## config.mk

```make
export PLATFORM = sky130hd
export DESIGN_NAME = aurora_tx_frame_arbiter
export DESIGN_NICKNAME = d
export VERILOG_FILES = /design/src/rtl/aurora_tx_frame_arbiter_pkg.sv /design/src/rtl/aurora_rr_pick2.sv /design/src/rtl/aurora_tx_frame_arbiter.sv
export SDC_FILE = /design/constraint.sdc
export NUM_CORES = 1
export LEC_CHECK = 0
export ABC_AREA = 1
export BUFFER_PORTS_ARGS = -buffer_cell sky130_fd_sc_hd__buf_4
export CAP_MARGIN = 20
export CORE_UTILIZATION = 45
export CTS_CLUSTER_DIAMETER = 30
export DETAILED_ROUTE_END_ITERATION = 16
export PLACE_DENSITY = 0.82
export SYNTH_ARGS = -nofsm -noshare
export SYNTH_HDL_FRONTEND = slang
export SYNTH_SLANG_ARGS = --single-unit
```

## constraint.sdc

```tcl
create_clock -name USER_CLK -period 1.83 [get_ports USER_CLK]
set_input_delay 0.366 -clock USER_CLK [delete_from_list [all_inputs] [get_ports USER_CLK]]
set_output_delay 0.366 -clock USER_CLK [all_outputs]
set_load 0.02 [all_outputs]
```

## src/rtl/aurora_tx_frame_arbiter_pkg.sv

```systemverilog
// Shared types and default widths for the Aurora TX frame arbiter.
package aurora_tx_frame_arbiter_pkg;
  localparam int DATA_WIDTH_DEF = 32;
  localparam int STRB_WIDTH_DEF = 4;
  localparam int CNT_WIDTH_DEF  = 16;

  typedef enum logic [1:0] {
    ST_IDLE  = 2'd0,
    ST_BUSY  = 2'd1,
    ST_FLUSH = 2'd2
  } arb_state_t;
endpackage

```

## src/rtl/aurora_rr_pick2.sv

```systemverilog
// Two-requester round-robin selector: a lone requester wins, a tie goes
// to the requester that was not served last.
module aurora_rr_pick2 (
  input  logic [1:0] req,
  input  logic       lp,
  output logic       sel
);
  // Combinational pick; sel is a don't-care when nothing requests.
  always_comb begin
    sel = 1'b0;
    case (req)
      2'b10:   sel = 1'b1;
      2'b11:   sel = ~lp;
      default: sel = 1'b0;
    endcase
  end
endmodule

```

## src/rtl/aurora_tx_frame_arbiter.sv

```systemverilog
// Frame-boundary round-robin arbiter sharing the Aurora TX AXI4-Stream
// port between two sources; flushes the owning frame on channel loss.
module aurora_tx_frame_arbiter
  import aurora_tx_frame_arbiter_pkg::*;
#(
  parameter int DATA_WIDTH = DATA_WIDTH_DEF,
  parameter int STRB_WIDTH = STRB_WIDTH_DEF,
  parameter int CNT_WIDTH  = CNT_WIDTH_DEF
) (
  input  logic                  USER_CLK,
  input  logic                  RESET,
  input  logic                  CHANNEL_UP,
  input  logic [0:DATA_WIDTH-1] S0_TDATA,
  input  logic [STRB_WIDTH-1:0] S0_TKEEP,
  input  logic                  S0_TLAST,
  input  logic                  S0_TVALID,
  output logic                  S0_TREADY,
  input  logic [0:DATA_WIDTH-1] S1_TDATA,
  input  logic [STRB_WIDTH-1:0] S1_TKEEP,
  input  logic                  S1_TLAST,
  input  logic                  S1_TVALID,
  output logic                  S1_TREADY,
  output logic [0:DATA_WIDTH-1] M_TDATA,
  output logic [STRB_WIDTH-1:0] M_TKEEP,
  output logic                  M_TLAST,
  output logic                  M_TVALID,
  input  logic                  M_TREADY,
  output logic [1:0]            GRANT,
  output logic [CNT_WIDTH-1:0]  FRAMES_SENT0,
  output logic [CNT_WIDTH-1:0]  FRAMES_SENT1,
  output logic [CNT_WIDTH-1:0]  FRAMES_DROP0,
  output logic [CNT_WIDTH-1:0]  FRAMES_DROP1
);
  arb_state_t state, state_nxt;
  logic g, g_nxt, lp, lp_nxt;
  logic pick, sel_valid, sel_last, rdy;
  logic inc_sent, inc_drop;
  logic [1:0][CNT_WIDTH-1:0] sent, drop;

  // g only changes in IDLE, so these views are stable for a whole frame.
  assign sel_valid = g ? S1_TVALID : S0_TVALID;
  assign sel_last  = g ? S1_TLAST  : S0_TLAST;

  aurora_rr_pick2 u_pick (
    .req ({S1_TVALID, S0_TVALID}),
    .lp  (lp),
    .sel (pick)
  );

  // State, grant index and last-served pointer.
  always_ff @(posedge USER_CLK) begin
    if (RESET) begin
      state <= ST_IDLE;
      g     <= 1'b0;
      lp    <= 1'b1;
    end else begin
      state <= state_nxt;
      g     <= g_nxt;
      lp    <= lp_nxt;
    end
  end

  // Next-state: grant in IDLE, finish or abort in BUSY, drain in FLUSH.
  always_comb begin
    state_nxt = state;
    g_nxt     = g;
    lp_nxt    = lp;
    inc_sent  = 1'b0;
    inc_drop  = 1'b0;
    case (state)
      ST_IDLE: begin
        if (CHANNEL_UP && (S0_TVALID || S1_TVALID)) begin
          g_nxt     = pick;
          state_nxt = ST_BUSY;
        end
      end
      ST_BUSY: begin
        // Channel loss wins: the ready gating below blocks any beat this cycle.
        if (!CHANNEL_UP) begin
          inc_drop  = 1'b1;
          state_nxt = ST_FLUSH;
        end else if (sel_valid && M_TREADY && sel_last) begin
          inc_sent  = 1'b1;
          lp_nxt    = g;
          state_nxt = ST_IDLE;
        end
      end
      ST_FLUSH: begin
        if (sel_valid && sel_last) begin
          lp_nxt    = g;
          state_nxt = ST_IDLE;
        end
      end
      default: state_nxt = ST_IDLE;
    endcase
  end

  // Outputs: zero-latency pass-through in BUSY, sink-only in FLUSH.
  always_comb begin
    M_TDATA  = '0;
    M_TKEEP  = '0;
    M_TLAST  = 1'b0;
    M_TVALID = 1'b0;
    rdy      = 1'b0;
    GRANT    = 2'b00;
    case (state)
      ST_BUSY: begin
        M_TDATA  = g ? S1_TDATA : S0_TDATA;
        M_TKEEP  = g ? S1_TKEEP : S0_TKEEP;
        M_TLAST  = sel_last;
        M_TVALID = sel_valid & CHANNEL_UP;
        rdy      = M_TREADY & CHANNEL_UP;
        GRANT    = g ? 2'b10 : 2'b01;
      end
      ST_FLUSH: begin
        rdy   = 1'b1;
        GRANT = g ? 2'b10 : 2'b01;
      end
      default: ;
    endcase
    S0_TREADY = rdy & ~g;
    S1_TREADY = rdy & g;
  end

  // Per-source frame counters, wrapping.
  always_ff @(posedge USER_CLK) begin
    if (RESET) begin
      sent <= '0;
      drop <= '0;
    end else begin
      if (inc_sent) sent[g] <= sent[g] + CNT_WIDTH'(1);
      if (inc_drop) drop[g] <= drop[g] + CNT_WIDTH'(1);
    end
  end

  assign FRAMES_SENT0 = sent[0];
  assign FRAMES_SENT1 = sent[1];
  assign FRAMES_DROP0 = drop[0];
  assign FRAMES_DROP1 = drop[1];
endmodule

```

==> results of run 1 <==
==> per-stage QoR <==
| stage | instances | TNS [ps] | instance area (um2) | total power [uW] |
|---|---|---|---|---|
| floorplan | 827 | 0 | 4952 | 4119 |
| global placement | 1124 | 0 | 6394 | 5201 |
| detailed placement | 1124 | 0 | 6394 | 5244 |
| CTS | 1148 | -2667 | 6790 | 6823 |
| global route | 1187 | -9152 | 7975 | 8717 |
| finish | 1187 | -4272 | 7975 | 8378 |
==> per-layer routing <==
layer / track usage [%] / routed length (um) / vias up
met5: 0 / 0 / -
met2: 45.67 / 9611 / 447
li1: - / - / 3012
met3: 5.775 / 2095 / 103
met4: 9.295 / 886 / 0
met1: 34.96 / 7681 / 3000
==> path summary, 6_finish.rpt <==
path | end | cells past startpoint | slack (ps) | startpoint
worst min-delay path | g$_SDFFE_PP0P_ | 3 | 340 | S1_TVALID
worst max register to register | lp$_SDFFE_PP1P_ | 11 | -190 | state[1]$_SDFFE_PP0P_
worst max-delay path | M_TVALID | 6 | -230 | g$_SDFFE_PP0P_
worst min register to register | FRAMES_SENT1[2]$_SDFFE_PP0P_ | 2 | 490 | FRAMES_SENT1[2]$_SDFFE_PP0P_
==> worst min-delay path, delay by kind of cell <==
family          cells  cell delay [ps]
compound gates      2              190
buf+inv             1              120
==> state kept, by name, summed over array words and instances (netlist names) <==
register      count
FRAMES_DROP0     16
FRAMES_DROP1     16
FRAMES_SENT0     16
FRAMES_SENT1     16
state             2
g                 1
lp                1
==> power by group <==
part | internal (uW) | leakage [uW] | switching, uW | total, uW
Clock | 608 | 0.0000965 | 629 | 1240
Combinational | 2290 | 0.00316 | 3060 | 5350
Sequential | 1650 | 0.000552 | 145 | 1790
==> synth_stat cells (3+ instances only) <==
library cell and number:
nand3_1 48, clkbuf_1 15, nand2_2 17, a21oi_1 60, nand4_1 6, nand3_2 3, buf_8 3, o21a_1 4
nor2_1 116, o21ai_1 19, o21ai_2 8, inv_1 122, ha_1 5, buf_2 10, xor2_1 10, dfxtp_1 68
nand3_4 3, nand2_1 211, nor2_2 7, buf_6 10, nor2_4 8, o21ai_0 64
==> timing repair <==
| item | 4_1_cts | 5_1_grt |
|---|---|---|
| endpoints found under the setup margin | 42 | 107 |
| pin swaps | 3 | 57 |
| gates resized for setup | 21 | 212 |
| setup buffers | 6 | 21 |
| cloned | 2 | 18 |
==> kinds of logic (layout without fill, tap and decap cells) <==
group | Yosys count | count (layout) | share of synthesized area, %
flops | 68 | 68 | 27.52
buf+inv | 167 | 391 | 15.35
compound gates | 156 | 156 | 16.64
simple gates | 421 | 421 | 37.46
xor+xnor | 10 | 10 | 1.770
fa+ha+maj | 5 | 5 | 1.265
==> cell usage in the layout, fill, tap and decap left out, types with 10 or more instances in the layout <==
cell | synthesis | layout
nor2_2 | 7 | 27
nor2_4 | 8 | 22
clkbuf_16 | 0 | 14
inv_1 | 122 | 114
nand2_1 | 211 | 166
o21ai_0 | 64 | 31
nor2_1 | 116 | 82
o21ai_2 | 8 | 24
o21ai_1 | 19 | 33
nand3_1 | 48 | 42
buf_4 | 2 | 208
dfxtp_1 | 68 | 65
clkbuf_8 | 0 | 10
buf_12 | 0 | 13
a21oi_1 | 60 | 58
nand2_2 | 17 | 53
==> layout make-up <==
cell class,instances,area [um2]
clock buffers,11,162.7
clock inverters,5,33.78
fillers,731,2534
inverters,127,520.5
multi-input cells,592,3376
flip-flops and latches,68,1368
well taps,136,170.2
repair buffers,247,2333
repair inverters,1,11.26
==> flow_summary.toml, run 1 <==
[run_status]
outcome = "finished with violations"
violations = "setup timing"

[synthesis]
synthFlopType = "dfxtp_1"
yosys.area.top_type = "dfxtp_1"
ys_warn_count = 0
syn_nets = 912
synth-seq-area-share_pct = 27.52
yosys-top-cells-area = "dfxtp_1, nand2_1, inv_1"
async_flop_share_pct = 0
syn_area_per_cell_um2 = 5.982
synth_top_area_share_pct = 27.52
netlist-cell-type-count = 30
ys_ff_latch = 68
synth_cells = 827
syn_area_um2 = 4947
synth_edf_count = 0

[setup_path]
cp-start-kind = "register"
crit_buf_inv = 4
worstPathRequired_ps = 1460
cp.arrival_ps = 1700
crit_path_end_kind = "primary output"
critPathSlowestCell = "dfxtp_4"
path_max_fanout = 11
critPathTopFamily = "buffers and inverters"
criticalPathCategory = "register to primary output"
cp_slowest_stage_delay_ps = 370
path_common_cell = "buf_4"
cp_cell_sequence = "buf_4 -> clkbuf_16 -> o21ai_4 -> inv_1 -> nor2_1 -> buf_4"

[pwr]
cellPowerDensity_nw_per_um2 = 1051
ir_drop_v = 0.0006265
p_leak_uw = 0.003809

[routing]
wl_um = 20270
ant_nets = 0
wl_per_cell_um = 17.08
initialDrtViolationCount = 613
vias_per_cell = 5.528
vias = 6562
drt_pass1_iterations = 5
drc = 0

[final_layout]
diodes = 0
synthToLayoutAreaGrowth_pct = 61.20
final_util_pct = 75.89
drive_above_1_share_pct = 41.86
layout.nets = 1131

[timing]
fmax_mhz = 485.1
setup_viol = 57
fin_ws_ps = -231.3
worst_slew_pin_slew_ps = 670.3
rsz0062_at_grt = "true"
slew_violations = 0
period_needed_ps = 2061
slew-limit-headroom_pct = 55.27
finalHoldViolations = 0
hold_ws_ps = 343.9
finClkSkew_ps = 10.31
fin_crit_sh_pct = 112.6

[clocking]
clkLatencyLatePin_ps = 380
hold_buffers = 0
cts_tree = "built"
htree_levels = 3
numCtsBuffers = 9
clkTransAtPathRegs_ps = 80
cts.sinks = 68
cts_buffer_depth = 2
root_buffer = "clkbuf_8"

[floorplanning]
initial_core_util_pct = 47.08
die_h_um = 106.9
std_cell_rows = 37
core_um2 = 10510
die-width_um = 106.9
io_pins = 186
dieArea_um2 = 11420

[place]
routabilityCongestion = 0.8713
io_buffer_count = 185
pre_cts_ws_ps = 4.221
hpwl_um = 10730

[global_route]
overflow = 0
grt_pass1_wl_um = 24950
grt.total_usage_pct = 27.39
grt_max_degree = 47
grt_pass1_vias = 5241
antenna_found_initial = 0

[hold_path]
min_path_type = "input port to register"

[run]
maxCapViolCount = 0
Note: power is estimated with default switching activity, not from simulation.
==> run 2: changes to the inputs <==
--- a/config.mk
+++ b/config.mk
@@ -12,6 +12,7 @@
 export CTS_CLUSTER_DIAMETER = 30
 export DETAILED_ROUTE_END_ITERATION = 16
 export PLACE_DENSITY = 0.82
+export SETUP_SLACK_MARGIN = 0.05
 export SYNTH_ARGS = -nofsm -noshare
 export SYNTH_HDL_FRONTEND = slang
 export SYNTH_SLANG_ARGS = --single-unit
==> run 2 against run 1 <==
The run still ends with setup timing left. Sequential cell count unchanged. Via count shrank 5.7%. Global-route usage grew 0.78 points. Total power shrank 9.5%. Combinational power is 13% lower. Hold slack gained 24 ps. Clock-buffer cell count is 3 higher. Critical path depth up 6. Register-to-register slack better by 130 ps. Maximum frequency grew 9.0%. Largest cell class unchanged. Largest power group unchanged.
==> flow_summary.toml, run 2 (synthesis gave the netlist of run 1 again) <==
[routing]
wl_um = 18250
drc = 0
vias_per_cell = 5.246
drt_pass1_iterations = 5
ant_nets = 0
initialDrtViolationCount = 444
vias = 6190
wl_per_cell_um = 15.46

[timing]
hold_ws_ps = 367.7
fin_ws_ps = -61.22
rsz0062_at_grt = "true"
finClkSkew_ps = 11.59
setup_viol = 36
slew_violations = 0
slew-limit-headroom_pct = 52.74
fmax_mhz = 528.8
period_needed_ps = 1891
final.setup.tns_ps = -864.2
worst_slew_pin_slew_ps = 708.2
fin_crit_sh_pct = 103.3
finalHoldViolations = 0

[run_status]
violations = "setup timing"
outcome = "finished with violations"

[global_route]
grt_max_degree = 34
grt_pass1_wl_um = 25710
grt.total_usage_pct = 28.17
grt_pass1_vias = 5550
antenna_found_initial = 0
overflow = 0

[clocking]
root_buffer = "clkbuf_8"
cts_tree = "built"
clkTransAtPathRegs_ps = 80
clkLatencyLatePin_ps = 370
cts_buffer_depth = 2
cts.sinks = 68
htree_levels = 3
numCtsBuffers = 9

[setup_path]
worstPathRequired_ps = 2140
critPathSlowestCell = "dfxtp_4"
path_max_fanout = 8
cp-start-kind = "register"
criticalPathCategory = "register to register"
cp_slowest_stage_delay_ps = 410
crit_path_end_kind = "register"
cp_cell_sequence = "buf_12 -> buf_12 -> nand2_2 -> nand2_2 -> nand2_4 -> nor2_8 -> buf_6 -> nand3_4 -> clkbuf_16 -> a21oi_2 -> nand2_1 -> inv_1"
cp.arrival_ps = 2200

[final_layout]
final_cell_mix = "buf_4, nand2_1, inv_1, nor2_1, dfxtp_1"
synthToLayoutAreaGrowth_pct = 55.74
final_common_cell = "buf_4"
final_util_pct = 73.32
drive_above_1_share_pct = 40.04
fillCellCount = 788
diodes = 0
layout.nets = 1124

[place]
routabilityCongestion = 0.8990
io_buffer_count = 185
hpwl_um = 10880

[pwr]
p_leak_uw = 0.003692
ir_drop_v = 0.0006316
swShare_pct = 45.59
p_total_uw = 7579
p_seq_share_pct = 23.7
cellPowerDensity_nw_per_um2 = 983.7
clock_power_share_pct = 14.6
comb_power_share_pct = 61.7
power.internal_uw = 4124
power_switching_uw = 3455

[floorplanning]
initial_core_util_pct = 47.08
core_um2 = 10510
die-width_um = 106.9
dieArea_um2 = 11420
io_pins = 186
std_cell_rows = 37
die_h_um = 106.9

[hold_path]
min_path_type = "input port to register"

[run]
maxCapViolCount = 0
[run 2: path summary, 6_finish.rpt]
kind	from	endpoint	slack (ps)	cells past startpoint
setup / recovery	g$_SDFFE_PP0P_	FRAMES_SENT0[10]$_SDFFE_PP0P_	-60	12
hold / removal	CHANNEL_UP	state[1]$_SDFFE_PP0P_	370	4
setup reg to reg	g$_SDFFE_PP0P_	FRAMES_SENT0[10]$_SDFFE_PP0P_	-60	12
hold reg to reg	FRAMES_SENT1[4]$_SDFFE_PP0P_	FRAMES_SENT1[4]$_SDFFE_PP0P_	470	2
[run 2: critical path: cells and delay by family (launching register included)]
kind	cells	cell delay [ps]
buffers and inverters	5	670
AO/OA/AOI/OAI	1	120
AND/OR/NAND/NOR	6	620
flip-flops	1	410
[run 2: metal layers]
metal	global-route usage [%]	part of all wire [%]
met1	32.68	38
met2	50.28	49
met3	6.444	8.5
met4	10.27	3.8
met5	0	0
[run 2: repair_timing]
action,4_1_cts,5_1_grt
buffers inserted,16,15
hold buffers,0,0
gates cloned,2,5
pin swaps,37,41
gates resized for setup,81,132
endpoints found under the setup margin,69,105
[run 2: area by class of cell]
type	count	area, um2	area share [%]
inverters	127	509.2	6.609
repair buffers	240	2173	28.21
repair inverters	1	8.758	0.1137
clock buffers	14	152.6	1.981
well taps	136	170.2	2.209
flip-flops and latches	68	1370	17.78
clock inverters	2	10.01	0.1299
multi-input cells	592	3311	42.97
[run 2: per-stage QoR]
stage / setup slack [ps] / cells / area, um2
after floorplan: 81.27 / 827 / 5005
final: -61.22 / 1180 / 7705
after global routing: -139.3 / 1180 / 7705
after CTS: -51.11 / 1161 / 7091
after detailed placement: 14.34 / 1127 / 6469
after global placement: 63.38 / 1127 / 6469
[run 2: power groups by stage]
stage	registers, uW	clock network, uW	logic (uW)
2_1_floorplan	1910	0	2260
5_1_grt	1810	1190	5000
3_5_place_dp	1800	0	3510
4_1_cts	1780	1110	4120
3_3_place_gp	1800	0	3470
6_report	1800	1110	4680
